$ cat src/rtl/reg_file_mp.sv
// -----------------------------------------------------------------------------
// reg_file_mp
//   Parametrised multi-port register file with a per-register busy scoreboard.
//   Decode reads operands and marks destinations pending (busy set); writeback
//   writes results and clears the pending bit of the written register.
//
// Parameters
//   DATA_W   register width
//   NUM_REGS number of registers (>= 2); ADDR_W = $clog2(NUM_REGS)
//   NUM_RD   number of read ports (>= 1)
//   NUM_WR   number of write ports (>= 1)
//   ZERO_REG 1: register 0 reads 0, ignores writes, never goes busy
//
// Ports
//   clk, rst_n     clock, asynchronous active-low reset
//   rd_addr        NUM_RD packed read addresses   (port i at [i*ADDR_W +: ADDR_W])
//   rd_data        NUM_RD packed read data        (port i at [i*DATA_W +: DATA_W])
//   rd_busy        busy bit of each read port's register
//   wr_en          per write port enable
//   wr_addr        NUM_WR packed write addresses
//   wr_data        NUM_WR packed write data
//   busy_set_en    mark busy_set_addr pending at the next edge
//   busy_set_addr  register to mark pending
//   busy_any       OR of all registered busy bits
//
// Handshake: there is no valid/ready flow control. An enabled write or busy
// set presented before a rising edge is always accepted at that edge (unless
// rst_n is low); reads are combinational and always valid.
//
// Configuration macro
//   REG_FILE_MP_BYPASS_EN  when defined, a read of a register being written in
//                          the same cycle returns the write data (highest write
//                          port wins) and a busy bit that only reflects a
//                          concurrent busy set. Undefined: reads show stored state.
// -----------------------------------------------------------------------------
module reg_file_mp #(
    parameter int DATA_W   = 32,
    parameter int NUM_REGS = 32,
    parameter int NUM_RD   = 2,
    parameter int NUM_WR   = 1,
    parameter int ZERO_REG = 1,
    localparam int ADDR_W  = $clog2(NUM_REGS)
) (
    input  logic                     clk,
    input  logic                     rst_n,
    input  logic [NUM_RD*ADDR_W-1:0] rd_addr,
    output logic [NUM_RD*DATA_W-1:0] rd_data,
    output logic [NUM_RD-1:0]        rd_busy,
    input  logic [NUM_WR-1:0]        wr_en,
    input  logic [NUM_WR*ADDR_W-1:0] wr_addr,
    input  logic [NUM_WR*DATA_W-1:0] wr_data,
    input  logic                     busy_set_en,
    input  logic [ADDR_W-1:0]        busy_set_addr,
    output logic                     busy_any
);

    logic [DATA_W-1:0]   r_regs [NUM_REGS];
    logic [NUM_REGS-1:0] r_busy;
    logic [NUM_REGS-1:0] w_busy_nxt;

    logic [ADDR_W-1:0]   w_rd_addr [NUM_RD];
    logic                w_rd_ok   [NUM_RD];
    logic [ADDR_W-1:0]   w_wr_addr [NUM_WR];
    logic [DATA_W-1:0]   w_wr_data [NUM_WR];
    logic                w_wr_ok   [NUM_WR];
    logic                w_bs_ok;

    // An address names a real, writable register: inside the array (depth may
    // not be a power of two) and not the hardwired zero register.
    function automatic logic f_addr_ok(input logic [ADDR_W-1:0] a);
        logic w_in_range;
        logic w_is_zero;
        w_in_range = int'(a) < NUM_REGS;
        w_is_zero  = (ZERO_REG != 0) && (a == '0);
        return w_in_range && !w_is_zero;
    endfunction

    for (genvar i = 0; i < NUM_RD; i++) begin : g_rd_unpack
        assign w_rd_addr[i] = rd_addr[i*ADDR_W +: ADDR_W];
        assign w_rd_ok[i]   = f_addr_ok(w_rd_addr[i]);
    end

    for (genvar p = 0; p < NUM_WR; p++) begin : g_wr_unpack
        assign w_wr_addr[p] = wr_addr[p*ADDR_W +: ADDR_W];
        assign w_wr_data[p] = wr_data[p*DATA_W +: DATA_W];
        assign w_wr_ok[p]   = wr_en[p] && f_addr_ok(w_wr_addr[p]);
    end

    assign w_bs_ok = busy_set_en && f_addr_ok(busy_set_addr);

    // Register array. Ports are visited in ascending order, so the last
    // non-blocking assignment (highest port index) wins on an address clash.
    always_ff @(posedge clk or negedge rst_n) begin
        if (!rst_n) begin
            for (int r = 0; r < NUM_REGS; r++) begin
                r_regs[r] <= '0;
            end
        end else begin
            for (int p = 0; p < NUM_WR; p++) begin
                if (w_wr_ok[p]) begin
                    r_regs[w_wr_addr[p]] <= w_wr_data[p];
                end
            end
        end
    end

    // Scoreboard next state: writebacks clear, then a busy set is applied last
    // so a newly issued producer overrides a same-edge writeback.
    always_comb begin
        w_busy_nxt = r_busy;
        for (int p = 0; p < NUM_WR; p++) begin
            if (w_wr_ok[p]) begin
                w_busy_nxt[w_wr_addr[p]] = 1'b0;
            end
        end
        if (w_bs_ok) begin
            w_busy_nxt[busy_set_addr] = 1'b1;
        end
    end

    always_ff @(posedge clk or negedge rst_n) begin
        if (!rst_n) begin
            r_busy <= '0;
        end else begin
            r_busy <= w_busy_nxt;
        end
    end

    // Combinational read. Invalid addresses (zero register, beyond depth)
    // leave the zero defaults in place.
    always_comb begin
        rd_data = '0;
        rd_busy = '0;
        for (int i = 0; i < NUM_RD; i++) begin
            if (w_rd_ok[i]) begin
                rd_data[i*DATA_W +: DATA_W] = r_regs[w_rd_addr[i]];
                rd_busy[i]                  = r_busy[w_rd_addr[i]];
            end
`ifdef REG_FILE_MP_BYPASS_EN
            // Forward same-cycle writeback; later ports override earlier ones.
            // Gated by rst_n so reads stay 0 while reset is held.
            for (int p = 0; p < NUM_WR; p++) begin
                if (rst_n && w_rd_ok[i] && w_wr_ok[p] && (w_wr_addr[p] == w_rd_addr[i])) begin
                    rd_data[i*DATA_W +: DATA_W] = w_wr_data[p];
                    rd_busy[i] = w_bs_ok && (busy_set_addr == w_rd_addr[i]);
                end
            end
`endif
        end
    end

    assign busy_any = |r_busy;

endmodule

$ cat config.mk
export PLATFORM = sky130hd
export DESIGN_NAME = reg_file_mp
export DESIGN_NICKNAME = d
export VERILOG_FILES = /design/src/rtl/reg_file_mp.sv
export SDC_FILE = /design/constraint.sdc
export NUM_CORES = 2
export LEC_CHECK = 0
export ABC_AREA = 1
export CAP_MARGIN = 15
export CELL_PAD_IN_SITES_DETAIL_PLACEMENT = 1
export CELL_PAD_IN_SITES_GLOBAL_PLACEMENT = 1
export CORE_AREA = 2 2 310 389
export CTS_CLUSTER_DIAMETER = 60
export DETAILED_ROUTE_END_ITERATION = 10
export DIE_AREA = 0 0 312 391
export PLACE_DENSITY_LB_ADDON = 0.12
export SETUP_SLACK_MARGIN = 0.5
export SLEW_MARGIN = 20
export SYNTH_ARGS = -nofsm -noshare
export SYNTH_HDL_FRONTEND = slang
export SYNTH_SLANG_ARGS = --single-unit
$ cat constraint.sdc
create_clock -name clk -period 4 [get_ports clk]
set_clock_uncertainty 0.2 [all_clocks]
set_input_delay 0.8 -clock clk [delete_from_list [all_inputs] [get_ports clk]]
set_output_delay 0.8 -clock clk [all_outputs]
set_load 0.03 [all_outputs]
Yosys cells after proc, flatten, opt, wreduce, memory -nomap -nowiden
Cells that the tools add are included.

Flip-flop bits (word level): 1056. Logic and storage cells: 84. Output and inout bits: 67. Input bits: 56.

Magnitude comparators: 10. Mux-type cells: 23. Bitwise logic cells: 6. Reductions and logical operators: 12.

Operators by type and width (number): bitwise mux 1024 bit (1); binary-select mux 32 bit (select 5 bit) (2); 2-to-1 mux 32 bit (9); demux 32 bit (select 5 bit) (1); bitwise AND 32 bit (1); NOT 32 bit (1); OR 32 bit (1); OR reduction 32 bit (1); < comparator 5 x 6 -> 1 bit (second input constant) (4); zero test 5 bit (4); >= comparator 6 bit (second input constant) (3); NOT 5 -> 6 bit (3); binary-select mux 1 bit (select 5 bit) (2); demux 1 bit (select 5 bit) (2); >= comparator 5 x 1 -> 1 bit (second input constant) (2); < comparator 6 x 1 -> 1 bit (second input constant) (1); 2-to-1 mux 1 bit (6); logical AND 1 bit (5); zero test 1 bit (2).

Logic depth before layout (Yosys ltp)
Depth after elaboration: 9. Depth in mapped cells: 13. Mapped depth without buffers: 9.

Worst setup path before layout
No wires, ideal clock.

Path kind: input port to output port. Start: input rd_addr[2]. End: output rd_data[11]. Data required time: 3000 ps. Arrival: 2299 ps. Buffers on the path: 3. Setup slack: 701 ps. Stages: 10. Path through: buf_2 clkinv_1 clkbuf_1 buf_1 nand3_1 nand2_1 nand2_1 nand3_1 nand2_1 nor2_1.

Cells in the longest elaborated chain, start to end: 5. Elaborated cells between the ends (all ways): 6. Classes of those cells: 4 x mux; 1 x bitwise; 1 x reduce/logical.

Ends and longest elaborated chain: from (decl) (RTL line 46) `input logic [NUM_RD*ADDR_W-1:0] rd_addr,`; NOT 5 -> 6 bit (implied by the code) (RTL line 136) `rd_data[i*DATA_W +: DATA_W] = r_regs[w_rd_addr[i]];`; binary-select mux 32 bit (select 5 bit) (RTL line 136); 2-to-1 mux 32 bit (implied by the code) (2 in series) (RTL line 136); 2-to-1 mux 32 bit (*) (RTL line 135) `if (w_rd_ok[i]) begin`; to (decl) (RTL line 47) `output logic [NUM_RD*DATA_W-1:0] rd_data,`.

Mark *: on every way between the ends. The rest lies on a longest branch, timed or not. The select of a mux whose other input is x is not followed.

Worst setup path in the final report
Start: input rd_addr[0]. End: output rd_data[14].

The elaborated chain is that of the path after synthesis.

==> run metrics <==
status=completed; pin count of the biggest net entering global routing=95; CP endpoint kind=primary output; Final Hold Viols=0; final core occ=0.593; GRT Util Overall=0.453; I/O pin count=123; CP Launch Type=primary input; total iterations of the first detailed-routing run=6; Synth Area in Adders=0; RSZ-0062 raised after global routing=yes; fill cell count=15000; Post-Syn Area=~59000 µm²; Non-Filler Instances=between 10000 and 15000; most used cell, CP=nor2_2; IO buf count=around 120; Cell Rows=~140; Slew Limit Fails=0; Max VDD drop=approximately 390 µV; setup TNS=0 ps; first-pass GRT wire length=between 400000 and 500000 µm; Layout area overhead=19.6%; CP max-delay cell=nor2_2; initial core utilization=0.496; Post-synth EDFFs=0; Longest Clk Path Bufs=3; TritonCTS buffer count=117; Synth top cells by count=nand2_1 (3175), nand3_1 (1436), dfrtp_1 (1056); Max-slew headroom=0.211; crit path cell chain=buf_16, clkinv_16, buf_16, buf_4, nand2_1, o211ai_1, nand2_1, nor2_2, nor2_2, nor2_1, nor2_2, buf_6; Worst-path clk slew=~60 ps; Final Setup Violations=0; minimum clock period=around 3600 ps; Simple-Gate Fraction of Synth Area=0.370; die area=~120000 µm²; cells after synthesis=roughly 8600; fmax=275 MHz; Vias=just under 70000; syn avg cell area=6.85 µm²; critical path data required time=roughly 3000 ps; area share of the largest cell type after synthesis=0.449; antenna violation net count after detailed routing=0; PwrDens=496 nW/µm²; Slew @ Worst Pin=about 1200 ps; Hold Startpoint=r_regs[1013]; insertion delay to the later sink of the worst-skew pair=about 740 ps; GR Overflow Total=0; asr flop ratio synth=1.00; CP startpoint=rd_addr[0]; Synth Area in XOR/XNOR=0; Max stage delay on crit path=~210 ps; Vias per Instance=~6.6; Worst EP arrival=about 2600 ps; multiplexer share of the synthesized area=0; r2r startpoint=r_regs[169]; drt wl/cell=29.0 µm; Seq cells post-synth=between 1000 and 1500; Max-Cap Viols=0; NumNets Final=~8500; Worst Setup Path Type=primary input to primary output; Most used DFF post-synth=dfrtp_1; crit path max fanout=24; combinational family with the most area after synthesis=simple AND/OR/NAND/NOR gates; Synth Area in Compound Gates=0.114; Total Wirelength=294000 µm; DRT iter0 DRCs=between 8000 and 9000; Synth area leader=dfrtp_1; CTS tree=yes; Detailed Place HPWL=158000 µm; period utilization=0.908; Mapped Nets=around 8700; Die W=approximately 310 µm; TritonCTS sink count=between 1000 and 1500; Inst Count DP=9809; Die Y=roughly 400 µm; gpl congestion=0.873; synth warn=0; area of the core=between 100000 and 150000 µm²; top cells by area, synth=dfrtp_1 (45%), nand2_1 (20%), nand3_1 (12%); CTS Root Cell=clkbuf_16; Pleak=around 33 nW; Seq/Total Area, Yosys=0.449; Yosys cell types=29; number of global-route vias before repair=around 67000; proportion of layout cells with a drive suffix above 1=0.107; DRC viols=0; CTS H-tree lvls=3; initial antenna violation count=8; HP Class=flop to flop; count leader, synth=nand2_1
## power breakdown
| part | internal [mW] | switching, mW | leakage (nW) |
|---|---|---|---|
| registers | 12.9 | 1.97 | 13.2 |
| clock network | 6.90 | 4.90 | 2.03 |
| logic | 3.04 | 5.24 | 17.7 |
## critical path: cells and delay by family
family          cells  cell delay [ps]
simple gates        6              720
compound gates      1              170
buf+inv             5              880
## what timing repair did
action | in CTS | in global routing
cloned | 39 | 32
buffers inserted | 12 | 25
pin swaps | 14 | 121
hold buffers | 1 | 0
hold endpoints to repair | 37 | 0
gates resized for setup | 137 | 277
setup endpoints to repair | 67 | 65
## cell usage in the layout, fill, tap and decap left out, types with 8 or more instances in the layout
master,synthesis,routed
a21oi_1,565,554
a21oi_2,0,11
buf_12,0,122
buf_16,0,64
buf_4,21,180
buf_6,1,41
buf_8,0,8
bufbuf_16,0,9
bufinv_16,0,13
clkbuf_1,421,24
clkbuf_16,0,149
clkbuf_8,0,32
clkdlybuf4s50_1,0,44
clkinv_2,0,23
dfrtp_1,1056,1056
inv_1,147,131
inv_2,11,21
inv_6,0,8
nand2_1,3175,3126
nand2_2,0,42
nand2_4,3,10
nand3_1,1436,1381
nand3_2,3,57
nor2_1,618,539
nor2_2,6,50
nor2_4,2,37
o211ai_1,13,13
o21ai_0,732,720
o21ai_1,13,24
## cell families after synthesis
group	count (synthesis)
AO/OA/AOI/OAI	1328
buffers and inverters	944
flip-flops	1056
AND/OR/NAND/NOR	5270
## layer usage
layer	up-vias	global-route usage	part of all wire	wire length (µm)
met2	4658	0.703	0.44	129000
met3	1493	0.106	0.12	35600
met1	33500	0.557	0.36	105000
li1	27700	-	-	-
met5	-	0	0.00017	49
met4	8	0.321	0.084	24800
## path summary, 6_finish.rpt
kind | to | slack (ps) | cells after the start
worst max-delay path | rd_data[14] | 370 | 12
worst min-delay path | r_regs[1013] | 200 | 0
worst max register to register | r_regs[169] | 2880 | 2
worst min register to register | r_regs[1013] | 200 | 0
max in group asynchronous | r_regs[173] | 1850 | 4
min in group asynchronous | r_regs[776] | 490 | 2
## registers in the layout, indices dropped and copies added, names as in the netlist
| register | flops |
|---|---|
| r_regs | 1024 |
| r_busy | 32 |
## per-stage QoR
step | power, mW | hold WS [ps] | cell area, µm² | setup WS [ps]
after CTS | 34.1 | 205 | 68400 | 436
after floorplan | 19.2 | 251 | 58900 | 701
after global placement | 21.5 | 186 | 62600 | 86.8
final | 34.9 | 203 | 70400 | 368
after global routing | 36.3 | 207 | 70400 | 382
after detailed placement | 22.1 | 191 | 62600 | 46.3
## final cells by class
| cell class | instances | area, µm² | area share |
|---|---|---|---|
| Multi-Input combinational cell | 6598 | 29400 | 0.417 |
| Clock inverter | 41 | 569 | 0.00808 |
| Timing Repair inverter | 10 | 120 | 0.00171 |
| Tap cell | 1584 | 1980 | 0.0281 |
| Clock buffer | 176 | 3530 | 0.0502 |
| Timing Repair Buffer | 501 | 7620 | 0.108 |
| Antenna cell | 6 | 15.0 | 0.000213 |
| Inverter | 169 | 781 | 0.0111 |
| Sequential cell | 1056 | 26400 | 0.375 |
(Power assumes the default switching activity.)
